**src/rtl/fetch_unit.sv**
```systemverilog
// Instruction fetch front end: one outstanding imem request, one-entry output register to decode.
// Zero-wait memory gives one instruction per cycle; Stall parks the word in HOLD, Redirect squashes.
module fetch_unit #(
  parameter logic [31:0] RESET_PC = 32'h0000_0000
) (
  input  logic        i_clock,
  input  logic        i_reset,
  output logic        o_imem_req,
  output logic [31:0] o_imem_addr,
  input  logic        i_imem_ack,
  input  logic [31:0] i_imem_data,
  input  logic        i_stall,
  input  logic        i_redirect,
  input  logic [31:0] i_redirect_target,
  output logic [31:0] o_instruction,
  output logic        o_instr_valid,
  output logic [31:0] o_pc_out,
  output logic [31:0] o_pc_plus4
);

  typedef enum logic [1:0] {FETCH, HOLD, DROP} state_t;

  state_t      r_state;
  logic [31:0] r_pc;
  logic [31:0] r_target;
  logic [31:0] r_instr;
  logic        r_valid;
  logic [31:0] r_pc_out;
  logic        r_first;

  logic        w_ack;
  logic [31:0] w_tgt;
  logic        w_unused_tgt;

  // An ack in the first cycle after reset belongs to the abandoned pre-reset request.
  assign w_ack        = i_imem_ack & ~r_first;
  assign w_tgt        = {i_redirect_target[31:2], 2'b00};
  assign w_unused_tgt = ^i_redirect_target[1:0];

  assign o_imem_req    = ~i_reset & (r_state != HOLD);
  assign o_imem_addr   = r_pc;
  assign o_instruction = r_instr;
  assign o_instr_valid = r_valid;
  assign o_pc_out      = r_pc_out;
  assign o_pc_plus4    = r_pc_out + 32'd4;

  always_ff @(posedge i_clock) begin
    if (i_reset) begin
      r_state  <= FETCH;
      r_pc     <= RESET_PC;
      r_target <= RESET_PC;
      r_instr  <= 32'b0;
      r_valid  <= 1'b0;
      r_pc_out <= 32'b0;
      r_first  <= 1'b1;
    end else begin
      r_first <= 1'b0;
      case (r_state)
        FETCH: begin
          if (i_redirect) begin
            r_valid <= 1'b0;
            r_instr <= 32'b0;
            if (w_ack) begin
              r_pc <= w_tgt;
            end else begin
              r_target <= w_tgt;
              r_state  <= DROP;
            end
          end else if (r_valid && i_stall) begin
            // Output register is full: any word returned now is dropped and refetched later.
            r_state <= HOLD;
          end else if (w_ack) begin
            r_instr  <= i_imem_data;
            r_pc_out <= r_pc;
            r_valid  <= 1'b1;
            r_pc     <= r_pc + 32'd4;
          end else begin
            r_valid <= 1'b0;
            r_instr <= 32'b0;
          end
        end
        HOLD: begin
          if (i_redirect) begin
            r_state <= FETCH;
            r_pc    <= w_tgt;
            r_valid <= 1'b0;
            r_instr <= 32'b0;
          end else if (!i_stall) begin
            r_state <= FETCH;
            r_valid <= 1'b0;
            r_instr <= 32'b0;
          end
        end
        DROP: begin
          if (w_ack) begin
            r_state <= FETCH;
            r_pc    <= i_redirect ? w_tgt : r_target;
          end else if (i_redirect) begin
            r_target <= w_tgt;
          end
        end
        default: r_state <= FETCH;
      endcase
    end
  end

endmodule

```
**config.mk**
```make
export PLATFORM = sky130hd
export DESIGN_NAME = fetch_unit
export DESIGN_NICKNAME = d
export VERILOG_FILES = /design/src/rtl/fetch_unit.sv
export SDC_FILE = /design/constraint.sdc
export NUM_CORES = 1
export LEC_CHECK = 0
export ABC_AREA = 1
export CAP_MARGIN = 20
export CORE_AREA = 4 4 134 136
export DETAILED_ROUTE_END_ITERATION = 7
export DIE_AREA = 0 0 138 140
export PLACE_DENSITY_LB_ADDON = 0.08
export SLEW_MARGIN = 0
export SYNTH_ARGS = -nofsm -noshare
export SYNTH_HDL_FRONTEND = slang
export SYNTH_SLANG_ARGS = --single-unit
```
**constraint.sdc**
```tcl
create_clock -name i_clock -period 1.76 [get_ports i_clock]
set_input_delay 0.352 -clock i_clock [delete_from_list [all_inputs] [get_ports i_clock]]
set_output_delay 0.352 -clock i_clock [all_outputs]
set_load 0.01 [all_outputs]
```
# Word-level counts from Yosys, hierarchy flattened
# Cells that the tools add are included.
totals:
  mem_bits_rw: 0
  n_memories: 0
  mem_bits_ro: 0
  output_inout_bits: 130
  register_bits: 132
  wordCells: 70
  latch_bits: 0
  input_bits: 69
op_classes:
  n_addsub: 2
  bitwise_logic: 6
  n_eq_ne: 13
  n_div: 0
  order_cmp: 0
  muxes: 32
  mul: 0
  n_reduce_logical: 10
  shift: 0
op_table:
  columns: ["operator", "n"]
  rows:
  - ["two-way mux 32 bit", 15]
  - ["case mux 32 bit (2 select lines)", 2]
  - ["case mux 32 bit (3 select lines)", 1]
  - ["adder 32 x 3 -> 32 bit, second input constant", 2]
  - ["two-way mux 2 bit", 6]
  - ["!= test 2 bit, second input constant", 6]
  - ["!= test 3 bit, second input constant", 4]
  - ["AND reduction 4 bit", 3]
  - ["two-way mux 1 bit", 6]
  - ["case mux 2 bit (3 select lines)", 1]
  - ["AND reduction 5 bit", 1]
  - ["NOT 1 bit", 4]
  - ["nonzero test 2 bit", 2]
  - ["AND reduction 3 bit", 1]
  - ["nonzero test 3 bit", 1]
  - ["AND 1 bit", 2]
  - ["== test 2 x 1 -> 1 bit, second input constant", 1]
  - ["== test 2 bit, second input constant", 1]
  - ["zero test 2 bit", 1]
  - ["!= test 2 x 1 -> 1 bit, second input constant", 1]
  - ["case mux 1 bit (2 select lines)", 1]
  - ["logical AND 1 bit", 1]

# Depth between registers and ports, before layout
depth:
  depth_word: 6
  depth_mapped: 12
  depth_no_buf: 12

# Worst setup path after synthesis
# Ideal clock, no wire load.
synth_path:
  kind: "register -> output"
  from: "reg r_pc_out[2] (netlist: o_pc_out[2])"
  to: "out o_pc_plus4[30]"
  t_required_ns: 1.408
  path_slack_ns: -0.234
  arrival_time_ns: 1.642
  path_buffers: 0
  stages_incl_launch_ff: 9
  path_cell_list: "dfxtp_1 > ha_1 > nand2_1 > nor3b_4 > nand4_2 > nor2_4 > nand2_2 > nor2_2 > xor2_1"
synth_via:
  elab_chain_cells: 1
synth_rtl:
  columns: ["item", "line", "text"]
  rows:
  - ["start, declared", "28", "logic [31:0] r_pc_out;"]
  - ["start signal, assigned", "74", "r_pc_out <= r_pc;"]
  - ["adder 32 x 3 -> 32 bit", "45", "assign o_pc_plus4 = r_pc_out + 32'd4;"]
  - ["end, declared", "18", "output logic [31:0] o_pc_plus4"]
# Every way passes these cells.

# Worst setup path in the final report
layout_path:
  from: "reg r_pc_out[3] (netlist: o_pc_out[3])"
  to: "out o_pc_plus4[26]"
# The elaborated chain is that of the path after synthesis.

==> impl_results.md <==
* Status: finished, violations left
* Violated checks: setup timing
* Core footprint at 0.01694 mm²
* Worst path slowest cell: dfxtp_4
* Fin crit share at 134.8%
* P_leak at 0.005441 µW
* Post-Syn Area at 0.007457 mm²
* Worst Hold Class: register to register
* Crit. End Element: output pin
* Yosys warning total at 0
* DR vias at 9212
* Die Span Y at 140 µm
* Flop2flop setup slack at -0.10 ns
* CP Data Arrival Time at 2.02 ns
* Synth unique cells at 39
* Average via count per standard cell at 5.325
* Core Rows at 48
* CP Max Fanout at 3
* Unrepaired setup endpoints after global routing: true
* Endpoints failing setup at 52
* Residual DRC at 0
* Io pins at 199
* Diode count at 0
* Post-route ant nets at 0
* H-tree levels at 4
* Fin crit period at 2.372 ns
* CP Launch Type: register
* Placer Congestion at 0.8851
* Final std cells w/o fill at 1730
* R2r endpoint: o_imem_addr[20]$_SDFFE_PP0P_
* Hold path depth at 2
* CTS clk-pin slew, worst paths at 0.07 ns
* Tot GR Track Use at 26.11%
* Global Route met2 Usage at 44.96%
* First-pass GRT wire length at 42010 µm
* Starting Density at 44.03%
* Later-pin clock latency in the skew report at 0.43 ns
* Post-synthesis sequential area ratio at 35.44%
* Iteration-0 DRC Markers at 842
* Largest net degree at the start of global routing at 71
* Inst Count DP at 1662
* Post-route setup slack at -0.6117 ns
* Vias in the first global route at 8485
* Worst Setup SP: o_pc_out[3]$_SDFFE_PP0P_
* Synth top area share at 35.44%
* I/O Buffers at 196
* Most frequent cells in the layout: 349 x nand2_1, 158 x a21oi_1, 137 x buf_4, 110 x clkdlybuf4s50_1, 96 x dfxtp_1
* Final hold vios at 0
* Initial DRT Pass Iterations at 6
* CP required at 1.41 ns
* Final wirelength at 28100 µm
* CTS Buf Count at 17
* Final Util at 72.85%
* CTS tree: done
* Setup TNS at -13.44 ns
* Longest Clk Path Bufs at 2
* Design area at 0.01234 mm²
* Initial antenna violation count at 0
* Skew final at 0.01244 ns
* Nets@finish at 1566
* Crit Path Category: register to output pin
* Routed wire length per instance at 16.24 µm
* Predominant post-synthesis flop cell: dfxtp_1
* Layout cells sized above 1 at 28.50%
* CTS Root Cell: clkbuf_16
* Fmax at 0.4216 GHz
* Die footprint at 0.01932 mm²
* R2R cell count at 10
* Dpl hpwl at 18150 µm
* Yosys reg bits at 132
* GRT busiest layer: met2
* Fraction of registers with async set/reset at 0%
* Peak VDD IR at 0.8347 mV
* Slew @ Worst Pin at 0.7834 ns
* Post-synth EDFFs at 0
* GR Overflow Total at 0
* Synthesized area per cell at 6.429 µm²
* Cell taking the most area after synthesis: dfxtp_1
* Maxcap violations at 0
* P&R area growth vs syn at 65.45%
* Met3 Track Usage GR at 7.067%
* Hold Path End: o_instruction[11]$_SDFFE_PP0P_
* Die width at 138 µm
* Commonest non-fill, non-tap cell in the layout: nand2_1
* Cell Pwr Density at 1103 mW/mm²
* Post-Place Cell Area at 0.01072 mm²
* HP Start: o_instruction[11]$_SDFFE_PP0P_
* Max_slew headroom at 47.77%
* Source of the worst register-to-register timing path: r_state[0]$_SDFFE_PP0P_
* Crit-path max cell delay at 0.36 ns
* Mapped Cells at 1160
* Synth Net Count at 1234
* Final max-slew violation count at 0
* GRT met1 Usage at 30.79%
* Ranking of synthesized cells by area: dfxtp_1 35%, nand2_1 19%, a21oi_1 12%
* Sink Count at 132
* Crit-path cells: ha_4, nand2_4, nor3b_4, nand4_4, nor2_4, nand4_1, xor2_2, buf_2
final cells by class:
class                      instances  area [µm²]
clock inverter                    13       111.4
sequential                       132        2708
multi-input combinational        892        4850
tap                              225       281.5
inverter                          68       279.0
timing repair buffer             381        3655
fill                            1371        4598
clock buffer                      19       454.2
how the worst max path moves through the flow:
stage                          end  depth (start not counted)
global route        o_pc_plus4[23]                         11
CTS                 o_pc_plus4[26]                          8
finish              o_pc_plus4[26]                          8
floorplan           o_pc_plus4[30]                          8
detailed placement  o_pc_plus4[30]                          9
global placement    o_pc_plus4[30]                          9
cell families after synthesis:
family | synth area share (%)
AO/OA/AOI/OAI | 21.59
XOR/XNOR | 3.406
AND/OR/NAND/NOR | 31.16
flip-flops | 35.44
adder cells (fa/ha/maj) | 0.8389
buffers and inverters | 7.567
state kept, by name, indices dropped and copies added (netlist names):
register and flops:
r_state 2, o_imem_addr 32, o_pc_out 32, r_first 1, o_instruction 32, o_instr_valid 1
r_target 32
routing by layer:
metal  vias to the layer above  share of wire (%)  wire length [µm]
li1                       4484                  -                 -
met1                      4200                 39             10910
met2                       445                 48             13460
met3                        83                9.3              2626
met4                         0                3.9              1108
met5                         -                  0                 0
synth_stat cells (3+ instances only):
| cell | instances |
|---|---|
| nor3_1 | 6 |
| buf_2 | 17 |
| o21ai_1 | 3 |
| nor2_2 | 8 |
| buf_1 | 5 |
| inv_2 | 3 |
| inv_1 | 64 |
| a31oi_1 | 17 |
| o21ai_0 | 78 |
| a21oi_1 | 182 |
| ha_1 | 5 |
| nand3_1 | 53 |
| a21oi_2 | 15 |
| xnor2_1 | 9 |
| nand2_1 | 372 |
| buf_4 | 4 |
| nand4_1 | 9 |
| clkbuf_1 | 40 |
| nor2_1 | 85 |
| dfxtp_1 | 132 |
| nor2_4 | 5 |
| xor2_1 | 20 |
| nand2_2 | 7 |
metrics by stage:
step	total power [µW]	setup WS [ns]	hold WS [ns]
detailed placement	8625	-0.5988	0.4547
CTS	12330	-0.6285	0.4533
global placement	8577	-0.5865	0.4482
floorplan	6338	-0.1261	0.3797
finish	13610	-0.6117	0.4636
global route	14290	-0.6948	0.4712
critical path: cells and delay by family, from the launching register on:
kind,cells,cell delay [ns]
adders and majority gates,1,0.14
buffers and inverters,1,0.14
xor gates and xnor gates,1,0.20
and+or+nand+nor,5,0.75
DFF,1,0.36
where the power goes:
part | switching [µW] | internal, µW
combinational | 3250 | 2960
sequential | 436 | 3500
clock | 1530 | 1930
total | 5220 | 8380
timing repair:
action / in CTS / in global routing
resized for setup: 239 / 129
cloned: 3 / 10
setup endpoints to repair: 153 / 132
hold buffers: 0 / 0
pin swaps: 23 / 36
setup buffers: 11 / 14
No activity file was read; power rests on OpenSTA's default activity.
